<file path="config.mk">
export PLATFORM = sky130hd
export DESIGN_NAME = decode_stage
export DESIGN_NICKNAME = d
export VERILOG_FILES = /design/src/rtl/decode_stage.sv
export SDC_FILE = /design/constraint.sdc
export NUM_CORES = 1
export LEC_CHECK = 0
export ABC_AREA = 1
export CORE_MARGIN = 2
export CORE_UTILIZATION = 43
export CTS_BUF_LIST = sky130_fd_sc_hd__clkbuf_4 sky130_fd_sc_hd__clkbuf_8
export DETAILED_ROUTE_END_ITERATION = 8
export GPL_TIMING_DRIVEN = 0
export PLACE_DENSITY = 0.75
export SYNTH_ARGS = -nofsm -noshare
export SYNTH_HDL_FRONTEND = slang
export SYNTH_SLANG_ARGS = --single-unit
export TNS_END_PERCENT = 100
</file>
<file path="constraint.sdc">
create_clock -name clk_i -period 7.1 [get_ports clk_i]
set_input_delay 2.13 -clock clk_i [delete_from_list [all_inputs] [get_ports clk_i]]
set_output_delay 2.13 -clock clk_i [all_outputs]
set_load 0.01 [all_outputs]
</file>
<file path="src/rtl/decode_stage.sv">
// decode_stage: RV32 instruction decode with a registered output bundle.
// decoder_pkg holds the encodings shared by the decoder and its consumers.
//
// Ports:
//   clk_i, rst_i              clock, asynchronous active-high reset
//   flush_i                   drop all held bundles
//   in_valid_i/in_ready_o     instruction handshake (instr_i, pc_i)
//   out_valid_o/out_ready_i   bundle handshake
//   out_pc_o ... mret_o       decoded bundle fields
//   illegal_instr_o           bundle holds an illegal instruction
//   ill_cnt_o                 saturating count of delivered illegal bundles

package decoder_pkg;
    localparam int unsigned ALU_OP_WIDTH = 4;

    localparam logic [1:0] OP_A_RS1  = 2'd0;
    localparam logic [1:0] OP_A_PC   = 2'd1;
    localparam logic [1:0] OP_A_ZERO = 2'd2;
    localparam logic [1:0] OP_A_ZIMM = 2'd3;

    localparam logic [2:0] OP_B_RS2   = 3'd0;
    localparam logic [2:0] OP_B_IMM_I = 3'd1;
    localparam logic [2:0] OP_B_IMM_S = 3'd2;
    localparam logic [2:0] OP_B_IMM_B = 3'd3;
    localparam logic [2:0] OP_B_IMM_U = 3'd4;
    localparam logic [2:0] OP_B_INCR  = 3'd5;

    localparam logic [ALU_OP_WIDTH-1:0] ALU_ADD  = 4'd0;
    localparam logic [ALU_OP_WIDTH-1:0] ALU_SUB  = 4'd1;
    localparam logic [ALU_OP_WIDTH-1:0] ALU_SLL  = 4'd2;
    localparam logic [ALU_OP_WIDTH-1:0] ALU_SLT  = 4'd3;
    localparam logic [ALU_OP_WIDTH-1:0] ALU_SLTU = 4'd4;
    localparam logic [ALU_OP_WIDTH-1:0] ALU_XOR  = 4'd5;
    localparam logic [ALU_OP_WIDTH-1:0] ALU_SRL  = 4'd6;
    localparam logic [ALU_OP_WIDTH-1:0] ALU_SRA  = 4'd7;
    localparam logic [ALU_OP_WIDTH-1:0] ALU_OR   = 4'd8;
    localparam logic [ALU_OP_WIDTH-1:0] ALU_AND  = 4'd9;
    localparam logic [ALU_OP_WIDTH-1:0] ALU_EQ   = 4'd10;
    localparam logic [ALU_OP_WIDTH-1:0] ALU_NE   = 4'd11;
    localparam logic [ALU_OP_WIDTH-1:0] ALU_LT   = 4'd12;
    localparam logic [ALU_OP_WIDTH-1:0] ALU_GE   = 4'd13;
    localparam logic [ALU_OP_WIDTH-1:0] ALU_LTU  = 4'd14;
    localparam logic [ALU_OP_WIDTH-1:0] ALU_GEU  = 4'd15;

    localparam logic [2:0] CSR_NONE = 3'd0;
    localparam logic [2:0] CSR_RW   = 3'd1;
    localparam logic [2:0] CSR_RS   = 3'd2;
    localparam logic [2:0] CSR_RC   = 3'd3;

    // Load/store type equals funct3 so the LSU can use it unchanged.
    localparam logic [2:0] LDST_B  = 3'd0;
    localparam logic [2:0] LDST_H  = 3'd1;
    localparam logic [2:0] LDST_W  = 3'd2;
    localparam logic [2:0] LDST_BU = 3'd4;
    localparam logic [2:0] LDST_HU = 3'd5;

    localparam logic [1:0] WB_EX_RESULT = 2'd0;
    localparam logic [1:0] WB_MEM_DATA  = 2'd1;
    localparam logic [1:0] WB_CSR       = 2'd2;

    localparam logic [6:0] OPC_LUI      = 7'b0110111;
    localparam logic [6:0] OPC_AUIPC    = 7'b0010111;
    localparam logic [6:0] OPC_JAL      = 7'b1101111;
    localparam logic [6:0] OPC_JALR     = 7'b1100111;
    localparam logic [6:0] OPC_BRANCH   = 7'b1100011;
    localparam logic [6:0] OPC_LOAD     = 7'b0000011;
    localparam logic [6:0] OPC_STORE    = 7'b0100011;
    localparam logic [6:0] OPC_OP_IMM   = 7'b0010011;
    localparam logic [6:0] OPC_OP       = 7'b0110011;
    localparam logic [6:0] OPC_MISC_MEM = 7'b0001111;
    localparam logic [6:0] OPC_SYSTEM   = 7'b1110011;

    typedef struct packed {
        logic [1:0]              a_sel;
        logic [2:0]              b_sel;
        logic [ALU_OP_WIDTH-1:0] alu_op;
        logic [2:0]              csr_op;
        logic                    csr_we;
        logic                    mem_req;
        logic                    mem_we;
        logic [2:0]              mem_size;
        logic                    gpr_we;
        logic [1:0]              wb_sel;
        logic                    branch;
        logic                    jal;
        logic                    jalr;
        logic                    mret;
        logic                    illegal;
    } dec_t;
endpackage

module decode_stage import decoder_pkg::*; #(
    parameter int unsigned XLEN      = 32,
    parameter int unsigned SKID_EN   = 1,
    parameter int unsigned ILL_CNT_W = 8
) (
    input  logic                    clk_i,
    input  logic                    rst_i,
    input  logic                    flush_i,
    input  logic                    in_valid_i,
    output logic                    in_ready_o,
    input  logic [31:0]             instr_i,
    input  logic [XLEN-1:0]         pc_i,
    output logic                    out_valid_o,
    input  logic                    out_ready_i,
    output logic [XLEN-1:0]         out_pc_o,
    output logic [1:0]              a_sel_o,
    output logic [2:0]              b_sel_o,
    output logic [ALU_OP_WIDTH-1:0] alu_op_o,
    output logic [2:0]              csr_op_o,
    output logic                    csr_we_o,
    output logic                    mem_req_o,
    output logic                    mem_we_o,
    output logic [2:0]              mem_size_o,
    output logic                    gpr_we_o,
    output logic [1:0]              wb_sel_o,
    output logic                    branch_o,
    output logic                    jal_o,
    output logic                    jalr_o,
    output logic                    mret_o,
    output logic                    illegal_instr_o,
    output logic [ILL_CNT_W-1:0]    ill_cnt_o
);

    // Bit 0 = main register valid, bit 1 = skid entry occupied.
    localparam logic [1:0] ST_EMPTY = 2'b00;
    localparam logic [1:0] ST_ONE   = 2'b01;
    localparam logic [1:0] ST_TWO   = 2'b11;

    logic [6:0] opcode;
    logic [2:0] f3;
    logic [6:0] f7;
    dec_t       dec;
    logic       ill;

    assign opcode = instr_i[6:0];
    assign f3     = instr_i[14:12];
    assign f7     = instr_i[31:25];

    function automatic logic [ALU_OP_WIDTH-1:0] alu_of_f3(input logic [2:0] f);
        case (f)
            3'b000:  return ALU_ADD;
            3'b001:  return ALU_SLL;
            3'b010:  return ALU_SLT;
            3'b011:  return ALU_SLTU;
            3'b100:  return ALU_XOR;
            3'b101:  return ALU_SRL;
            3'b110:  return ALU_OR;
            default: return ALU_AND;
        endcase
    endfunction

    always_comb begin
        dec = '0;
        ill = 1'b0;
        if (instr_i[1:0] != 2'b11) begin
            ill = 1'b1;
        end else begin
            case (opcode)
                OPC_LUI, OPC_AUIPC: begin
                    dec.a_sel  = (opcode == OPC_LUI) ? OP_A_ZERO : OP_A_PC;
                    dec.b_sel  = OP_B_IMM_U;
                    dec.gpr_we = 1'b1;
                end
                OPC_JAL, OPC_JALR: begin
                    // ALU produces the link address pc + 4.
                    dec.a_sel  = OP_A_PC;
                    dec.b_sel  = OP_B_INCR;
                    dec.gpr_we = 1'b1;
                    dec.jal    = (opcode == OPC_JAL);
                    dec.jalr   = (opcode == OPC_JALR);
                    if (opcode == OPC_JALR && f3 != 3'b000) ill = 1'b1;
                end
                OPC_BRANCH: begin
                    dec.b_sel  = OP_B_RS2;
                    dec.branch = 1'b1;
                    case (f3)
                        3'b000:  dec.alu_op = ALU_EQ;
                        3'b001:  dec.alu_op = ALU_NE;
                        3'b100:  dec.alu_op = ALU_LT;
                        3'b101:  dec.alu_op = ALU_GE;
                        3'b110:  dec.alu_op = ALU_LTU;
                        3'b111:  dec.alu_op = ALU_GEU;
                        default: ill = 1'b1;
                    endcase
                end
                OPC_LOAD: begin
                    dec.b_sel    = OP_B_IMM_I;
                    dec.mem_req  = 1'b1;
                    dec.mem_size = f3;
                    dec.gpr_we   = 1'b1;
                    dec.wb_sel   = WB_MEM_DATA;
                    if (f3 == 3'b011 || f3 == 3'b110 || f3 == 3'b111) ill = 1'b1;
                end
                OPC_STORE: begin
                    dec.b_sel    = OP_B_IMM_S;
                    dec.mem_req  = 1'b1;
                    dec.mem_we   = 1'b1;
                    dec.mem_size = f3;
                    if (f3[2] || f3[1:0] == 2'b11) ill = 1'b1;
                end
                OPC_OP_IMM: begin
                    dec.b_sel  = OP_B_IMM_I;
                    dec.gpr_we = 1'b1;
                    dec.alu_op = alu_of_f3(f3);
                    if (f3 == 3'b001 && f7 != 7'b0) ill = 1'b1;
                    if (f3 == 3'b101) begin
                        if (f7 == 7'b0100000) dec.alu_op = ALU_SRA;
                        else if (f7 != 7'b0) ill = 1'b1;
                    end
                end
                OPC_OP: begin
                    dec.b_sel  = OP_B_RS2;
                    dec.gpr_we = 1'b1;
                    if (f7 == 7'b0) dec.alu_op = alu_of_f3(f3);
                    else if (f7 == 7'b0100000 && f3 == 3'b000) dec.alu_op = ALU_SUB;
                    else if (f7 == 7'b0100000 && f3 == 3'b101) dec.alu_op = ALU_SRA;
                    else ill = 1'b1;
                end
                OPC_MISC_MEM: begin
                    // fence is a no-op in an in-order core without caches.
                    if (f3 != 3'b000) ill = 1'b1;
                end
                OPC_SYSTEM: begin
                    if (f3 == 3'b000) begin
                        // Only mret is supported; ecall/ebreak trap as illegal.
                        if (instr_i == 32'h3020_0073) dec.mret = 1'b1;
                        else ill = 1'b1;
                    end else if (f3 == 3'b100) begin
                        ill = 1'b1;
                    end else begin
                        dec.a_sel  = f3[2] ? OP_A_ZIMM : OP_A_RS1;
                        dec.csr_op = {1'b0, f3[1:0]};
                        // Set/clear with rs1/zimm = 0 must not write the CSR.
                        dec.csr_we = (f3[1:0] == 2'b01) || (instr_i[19:15] != 5'd0);
                        dec.gpr_we = 1'b1;
                        dec.wb_sel = WB_CSR;
                    end
                end
                default: ill = 1'b1;
            endcase
        end
        if (ill) begin
            dec         = '0;
            dec.illegal = 1'b1;
        end
    end

    logic [1:0]           state_q, state_d;
    dec_t                 main_dec_q, main_dec_d, skid_dec_q, skid_dec_d;
    logic [XLEN-1:0]      main_pc_q, main_pc_d, skid_pc_q, skid_pc_d;
    logic [ILL_CNT_W-1:0] ill_cnt_q, ill_cnt_d;
    logic                 accept, deliver;

    assign out_valid_o = state_q[0];
    assign in_ready_o  = (SKID_EN != 0) ? ~state_q[1] : (~state_q[0] | out_ready_i);
    assign accept      = in_valid_i & in_ready_o;
    assign deliver     = out_valid_o & out_ready_i;

    always_comb begin
        state_d    = state_q;
        main_dec_d = main_dec_q;
        main_pc_d  = main_pc_q;
        skid_dec_d = skid_dec_q;
        skid_pc_d  = skid_pc_q;
        ill_cnt_d  = ill_cnt_q;
        case (state_q)
            ST_EMPTY: begin
                if (accept) begin
                    main_dec_d = dec;
                    main_pc_d  = pc_i;
                    state_d    = ST_ONE;
                end
            end
            ST_ONE: begin
                if (accept && deliver) begin
                    main_dec_d = dec;
                    main_pc_d  = pc_i;
                end else if (accept && SKID_EN != 0) begin
                    skid_dec_d = dec;
                    skid_pc_d  = pc_i;
                    state_d    = ST_TWO;
                end else if (deliver) begin
                    state_d = ST_EMPTY;
                end
            end
            ST_TWO: begin
                if (deliver) begin
                    main_dec_d = skid_dec_q;
                    main_pc_d  = skid_pc_q;
                    state_d    = ST_ONE;
                end
            end
            default: state_d = ST_EMPTY;
        endcase
        if (flush_i) state_d = ST_EMPTY;
        // Counting is tied to delivery, so a flush in the same cycle still counts.
        if (deliver && main_dec_q.illegal && !(&ill_cnt_q)) ill_cnt_d = ill_cnt_q + 1'b1;
    end

    always_ff @(posedge clk_i or posedge rst_i) begin
        if (rst_i) begin
            state_q    <= ST_EMPTY;
            main_dec_q <= '0;
            main_pc_q  <= '0;
            skid_dec_q <= '0;
            skid_pc_q  <= '0;
            ill_cnt_q  <= '0;
        end else begin
            state_q    <= state_d;
            main_dec_q <= main_dec_d;
            main_pc_q  <= main_pc_d;
            skid_dec_q <= skid_dec_d;
            skid_pc_q  <= skid_pc_d;
            ill_cnt_q  <= ill_cnt_d;
        end
    end

    assign out_pc_o        = main_pc_q;
    assign a_sel_o         = main_dec_q.a_sel;
    assign b_sel_o         = main_dec_q.b_sel;
    assign alu_op_o        = main_dec_q.alu_op;
    assign csr_op_o        = main_dec_q.csr_op;
    assign csr_we_o        = main_dec_q.csr_we;
    assign mem_req_o       = main_dec_q.mem_req;
    assign mem_we_o        = main_dec_q.mem_we;
    assign mem_size_o      = main_dec_q.mem_size;
    assign gpr_we_o        = main_dec_q.gpr_we;
    assign wb_sel_o        = main_dec_q.wb_sel;
    assign branch_o        = main_dec_q.branch;
    assign jal_o           = main_dec_q.jal;
    assign jalr_o          = main_dec_q.jalr;
    assign mret_o          = main_dec_q.mret;
    assign illegal_instr_o = main_dec_q.illegal;
    assign ill_cnt_o       = ill_cnt_q;

endmodule

</file>
== Word level (Yosys, flattened, before mapping) ==
Index checks and enable logic that the tools add are counted.

* Logic and storage cells: 163
* Output and inout bits: 68
* Input bits: 69
* Bits in registers: 126

* Bitwise operators: 4
* Add/sub/neg operators: 1
* Muxes and demuxes: 63
* Reductions and logical operators: 29
* Equal/unequal tests: 32

{| class="wikitable"
|+ Operators by type and width
! cell !! number
|-
| 26-bit 2-to-1 mux || 4
|-
| 32-bit 2-to-1 mux || 3
|-
| 32-bit case mux with 3 select lines || 1
|-
| 26-bit case mux with 3 select lines || 1
|-
| 32-bit by 30-bit equality test with 1-bit output, second input constant || 1
|-
| 7-bit by 6-bit equality test with 1-bit output, second input constant || 4
|-
| 7-bit equality test, second input constant || 4
|-
| 4-bit case mux with 7 select lines || 1
|-
| 25-bit 2-to-1 mux || 1
|-
| 3-bit 2-to-1 mux || 8
|-
| 4-bit case mux with 6 select lines || 1
|-
| 1-bit 2-to-1 mux || 22
|-
| 2-bit 2-to-1 mux || 11
|-
| 7-bit by 5-bit equality test with 1-bit output, second input constant || 2
|-
| 3-bit equality test, second input constant || 4
|-
| 4-bit 2-to-1 mux || 3
|-
| 2-bit case mux with 3 select lines || 2
|-
| 3-bit case mux with 4 select lines || 1
|-
| 4-bit case mux with 3 select lines || 1
|-
| 3-bit inequality test, second input constant || 3
|-
| 1-bit case mux with 9 select lines || 1
|-
| 8-bit by 1-bit adder with 8-bit output, second input constant || 1
|-
| 2-bit inequality test, second input constant || 4
|-
| 4-bit AND reduction || 2
|-
| 25 further kinds || 43
|}

== Longest topological paths before layout ==
* Word-level depth: 11
* Depth in mapped cells: 14
* Depth with buffers taken out: 13

== Worst setup path after synthesis ==
No wires, ideal clock.

* Path type: input to register
* From: input port instr_i[13]
* To: register main_dec_q, in the netlist mem_req_o
* Arrival time: 3.298 ns
* Path buffers: 2
* Library setup time: 0.065 ns
* Stages: 13
* Path slack: 3.737 ns
* Cells stage by stage: buf_6 nor2_2 nand2_1 nor2_1 nand3_2 nor2_4 nor2_2 nor2_4 buf_6 nand3_2 nand2_1 nand2_1 nand2_1

* Longest elaborated chain between the ends: 11
* Elaborated cells between the ends (all ways): 39
* Classes of those cells: eq/ne: 8; mux: 21; reduce/logical: 10

{| class="wikitable"
|+ RTL lines
! item !! RTL line !! source
|-
| from (decl) || 102 || <nowiki>input logic [31:0] instr_i,</nowiki>
|-
| 3-bit by 1-bit equality test with 1-bit output || 177, 206 ||
|-
| 1-bit logical AND || 206 || <nowiki>if (f3 == 3'b001 && f7 != 7'b0) ill = 1'b1;</nowiki>
|-
| 1-bit 2-to-1 mux || 206 ||
|-
| 1-bit 2-to-1 mux || 209 || <nowiki>else if (f7 != 7'b0) ill = 1'b1;</nowiki>
|-
| 1-bit 2-to-1 mux || 208 || <nowiki>if (f7 == 7'b0100000) dec.alu_op = ALU_SRA;</nowiki>
|-
| 1-bit 2-to-1 mux || 207 || <nowiki>if (f3 == 3'b101) begin</nowiki>
|-
| 1-bit case mux with 9 select lines (*) || 159 || <nowiki>case (opcode)</nowiki>
|-
| 1-bit 2-to-1 mux (*) || 156 || <nowiki>if (instr_i[1:0] != 2'b11) begin</nowiki>
|-
| 26-bit 2-to-1 mux (*) || 243 || <nowiki>if (ill) begin</nowiki>
|-
| 26-bit 2-to-1 mux (on tied branches) || 276, 269 ||
|-
| 26-bit case mux with 3 select lines (*) || 267 || <nowiki>case (state_q)</nowiki>
|-
| to (signal assigned) || 311 || <nowiki>main_dec_q <= main_dec_d;</nowiki>
|-
| to (decl) || 250 || <nowiki>dec_t main_dec_q, main_dec_d, skid_dec_q, skid_dec_d;</nowiki>
|}

Every way passes the cells marked *; elsewhere a longest branch is shown, timed or not. The select of a mux whose other input is x is not followed.
A chain may end at the register's enable or synchronous reset.

== Worst setup path after layout ==
* From: input port out_ready_i
* To: register main_pc_q[0] (netlist: out_pc_o[0])

* Longest elaborated chain between the ends: 4
* Elaborated cells between the ends (all ways): 5
* Classes of those cells: eq/ne: 2; bitwise: 1; reduce/logical: 2

{| class="wikitable"
|+ RTL lines
! item !! RTL line !! source
|-
| from (decl) || 105 || <nowiki>input logic out_ready_i,</nowiki>
|-
| 1-bit AND (*) || 258 || <nowiki>assign deliver = out_valid_o & out_ready_i;</nowiki>
|-
| 1-bit logical AND || 276 || <nowiki>if (accept && deliver) begin</nowiki>
|-
| 2-bit inequality test (no source line) || -- ||
|-
| 4-bit AND reduction (no source line) (*) || -- ||
|-
| to (signal assigned) || 312 || <nowiki>main_pc_q <= main_pc_d;</nowiki>
|-
| to (decl) || 251 || <nowiki>logic [XLEN-1:0] main_pc_q, main_pc_d, skid_pc_q, skid_pc_d;</nowiki>
|}

Every way passes the cells marked *; elsewhere a longest branch is shown, timed or not.

==> results summary <==
The clock latency reported for the late side of the worst-skew pair came out at 0.43 ns. The critical-path cell with the highest stage delay is buf_1. The final-report max-slew violation count is 0. The top-level I/O count came out at 137.

The netlist area before placement is 6111 um^2. The final number of hold-violating endpoints is 0. The number of instances resized during post-cts repair came out at 0. Summing internal, switching and leakage power gives 2747 uW. The detail-routed via count per cell came out at 4.952. The area overhead of the layout relative to synthesis is 33.46%. STA classifies the critical path endpoint as a flop.

The proportion of layout cells with a drive suffix above 1 came out at 7.484%. The initial detailed-routing violation count is 430. The worst stage delay on the critical path came out at 0.48 ns. The end of the worst register-to-register path is out_pc_o[0]. The number of rows in the core area is 43. The worst-case setup slack after placement is 2.744 ns. The worst path needs 3.906 ns of the cycle, external delays included. The worst hold path belongs to the class reg2reg. The count of mapped cells out of synthesis is 795. The first-pass GRT wire length is 26.32 mm. The critical register-to-register path startpoint is state_q[1]. The number of buffers added on ports came out at 134.

The number of setup buffers added after CTS is 0. The number of clock buffers inserted by TritonCTS is 17. Clock-pin slew was measured on the worst setup and hold paths at 0.07 ns. Counting every net in the synthesized netlist gives 870. The setup violation total in the final timing report came out at 0. At the pin with the least slew margin, the transition time is 0.6135 ns. TritonCTS built the clock tree. The count of hold-fix buffers inserted at cts came out at 0. The worst relative slew slack is 58.58%. The HPWL after detailed placement is 11.52 mm.

The required time at the worst-slack endpoint came out at 7.38 ns. The critical path goes through clkdlybuf4s50_1 -> nand2_1 -> inv_1 -> nand2_1 -> nand2_1 -> nand3_1 -> buf_2 -> buf_1 -> o21ai_0. The initial utilization of the core area, before any placement, comes to 44.02%.

The power per cell area came out at 336.9 nW/um^2. In the final layout, the multi-input gates occupy 2587 um^2. The CTS sink count came out at 122. The die area is 15180 um^2. Measured on the finished design, the core utilization comes to 58.75%. The depth of the worst register-to-register path came out at 7. The clock tree root driver cell is clkbuf_8. For this run, global-route usage on met2 was measured as 36.95%.

The number of warnings reported in the yosys synthesis log came out at 0. The critical path endpoint is out_pc_o[0]. The setup slack of the worst register-to-register path is 4.81 ns. Global routing finished with a remaining overflow of 0.

Timing would allow up to 256.0 MHz. The number of remaining DRC errors is 0. Registers take 3053 um^2. The sequential share of the synthesized area came out at 49.96%.

Setup repair after global routing left no endpoint under its margin. The post-synthesis area per instance came out at 7.687 um^2. The core box area is 13880 um^2. The initial antenna violation count is 0. The net count of the finished layout is 1024. The setup slack of the critical path after layout is 3.194 ns. The layer carrying the most global-route usage is met2. The highest ir drop seen on vdd came out at 120.8 uV.

In this design, the critical path's most frequently occurring cell is nand2_1. The number of fill cells in the layout is 1280. The worst setup path is launched from an input pin. The largest fanout on the critical path came out at 10.

Once detail routing completed, the nets flagged for antenna violations numbered 0. The width of the die is 123.2 um. The leakage component of the power is 0.004000 uW. Summed over all layers, the routed wires come to 15.90 mm. The clock arrives with 0.01153 ns of skew.

The final weighted congestion in routability-driven placement came out at 0.9600. The period utilization came out at 55.01%. The synthesized flop and latch total came out at 122. Tracing the worst setup path back leads to its startpoint at out_ready_i. Measured along the y axis, the die boundary spans 123.2 um. The pin count of the biggest net entering global routing came out at 86. The via count of the first global-routing pass is 5448. The global-route usage over all layers came out at 22.18%. The detailed-route wire length per cell came out at 13.92 um. The H-tree level count came out at 4. The worst setup path is of the in2reg kind. The tool flagged a number of max-cap violations equal to 0.

The flow ran to the end, and the final reports show no timing, DRC or antenna violations. Global routing used 4.013% of the available met3 tracks. The final antenna diode count is 0. The deepest clock path buffer count came out at 2. The met1 track demand over resource came out at 29.00%. Summing over every cut layer, the via total after detailed routing is 5655.

Synthesis instantiated 33 different standard cells from the library. At the worst endpoint, the arrival time is 4.19 ns. The first-pass iteration count of the detailed router came out at 5.
[power by group]
part           total, uW  switching [uW]  internal [uW]  leakage, uW
Sequential          1060             135            927      0.00157
Clock                677             278            400     0.000218
Combinational       1010             564            444      0.00221
[final cells by class]
| class | count | area share, % |
|---|---|---|
| inverters | 77 | 3.605 |
| repair buffers | 135 | 16.78 |
| clock inverters | 9 | 1.657 |
| plain buffers | 39 | 2.225 |
| flip-flops and latches | 122 | 37.43 |
| clock buffers | 23 | 3.805 |
| multi-input cells | 557 | 31.73 |
| well taps | 180 | 2.762 |
[cells in the final DEF, fill, tap and decap left out, types with 2 or more instances in the layout]
| master | instances |
|---|---|
| nor3_1 | 6 |
| buf_2 | 4 |
| buf_6 | 3 |
| inv_6 | 2 |
| clkbuf_1 | 26 |
| nor2_1 | 73 |
| nor2_2 | 3 |
| clkbuf_8 | 22 |
| clkinvlp_4 | 3 |
| nand2_1 | 246 |
| nand4_1 | 8 |
| nand3_1 | 24 |
| nand3_2 | 11 |
| bufinv_16 | 3 |
| clkdlybuf4s50_1 | 134 |
| inv_2 | 5 |
| o21ai_0 | 122 |
| a21oi_1 | 21 |
| xnor2_1 | 3 |
| or2_2 | 2 |
| nor2_4 | 4 |
| nand3b_1 | 4 |
| ha_1 | 6 |
| dfrtp_1 | 122 |
| xor2_1 | 4 |
| o21ai_1 | 9 |
| inv_1 | 71 |
| nand2_2 | 3 |
| buf_4 | 2 |
| buf_1 | 4 |
[worst max-delay path: cells and delay by family]
family	cells	cell delay (ns)
buffers and inverters	4	1.28
AOI/OAI and AO/OA	1	0.16
and+or+nand+nor	4	0.62
[cell usage after synthesis (all sizes together)]
cell    instances  area share (%)
o211ai          1            0.12
clkbuf         26             1.6
nand3b          4            0.49
o22ai           1            0.10
ha              6             1.2
nand4           8            0.82
nor3            7            0.66
nand2         249              15
buf            13             1.4
a21oi          21             1.7
o311ai          1            0.14
dfrtp         122              50
xor2            4            0.57
xnor2           3            0.43
a31oi           1            0.10
nor2           80             5.5
conb            1           0.061
nand3          35             3.8
o21ai         131              11
o31ai           1            0.12
or2             2            0.20
o21bai          1            0.12
inv            77             4.7
[per-layer routing]
layer  wire length, um  vias to the layer above  share of wire (%)
met5                 0                        -                  0
met4               301                        0                1.9
li1                  -                     2841                  -
met2              7654                      190                 48
met1              7162                     2599                 45
met3               780                       25                4.9
[flip-flops by register name (all words and copies together) (netlist names)]
signal	flops
skid_pc_q	32
state_q	2
b_sel_o	3
ill_cnt_o	8
branch_o	1
mret_o	1
out_pc_o	32
csr_we_o	1
jal_o	1
jalr_o	1
alu_op_o	4
csr_op_o	2
wb_sel_o	2
gpr_we_o	1
a_sel_o	2
illegal_instr_o	1
mem_size_o	3
skid_dec_q	24
mem_req_o	1
[stage by stage]
stage          hold slack (ns)  cell area, um^2  setup TNS, ns  std cells
4_1_cts                 0.4743             8155              0       1142
6_report                0.4791             8155              0       1142
3_3_place_gp            0.4501             7677         -2.029       1109
5_1_grt                 0.5045             8155              0       1142
2_1_floorplan           0.4367             6111              0        795
3_5_place_dp            0.4580             7710              0       1110
[cell families (layout without fill, tap and decap cells)]
| kind of cell | count (synthesis) | in the layout | share of synthesized area, % |
|---|---|---|---|
| flip-flops | 122 | 122 | 49.96 |
| AND/OR/NAND/NOR | 385 | 385 | 26.88 |
| other | 1 | 1 | 0.06137 |
| XOR/XNOR | 7 | 7 | 1.003 |
| AO/OA/AOI/OAI | 158 | 158 | 13.17 |
| adder cells (fa/ha/maj) | 6 | 6 | 1.228 |
| buffers and inverters | 116 | 283 | 7.698 |
[worst min path at each step]
stage,slack (ns),depth (start not counted),start,endpoint
floorplan,0.44,2,skid_dec_q[3],skid_dec_q[3]
global placement,0.45,2,skid_dec_q[3],skid_dec_q[3]
detailed placement,0.46,2,skid_dec_q[3],skid_dec_q[3]
CTS,0.47,2,skid_dec_q[3],skid_dec_q[3]
global route,0.50,2,skid_pc_q[21],skid_pc_q[21]
finish,0.48,2,skid_dec_q[3],skid_dec_q[3]
Note: power is estimated with default switching activity, not from simulation.
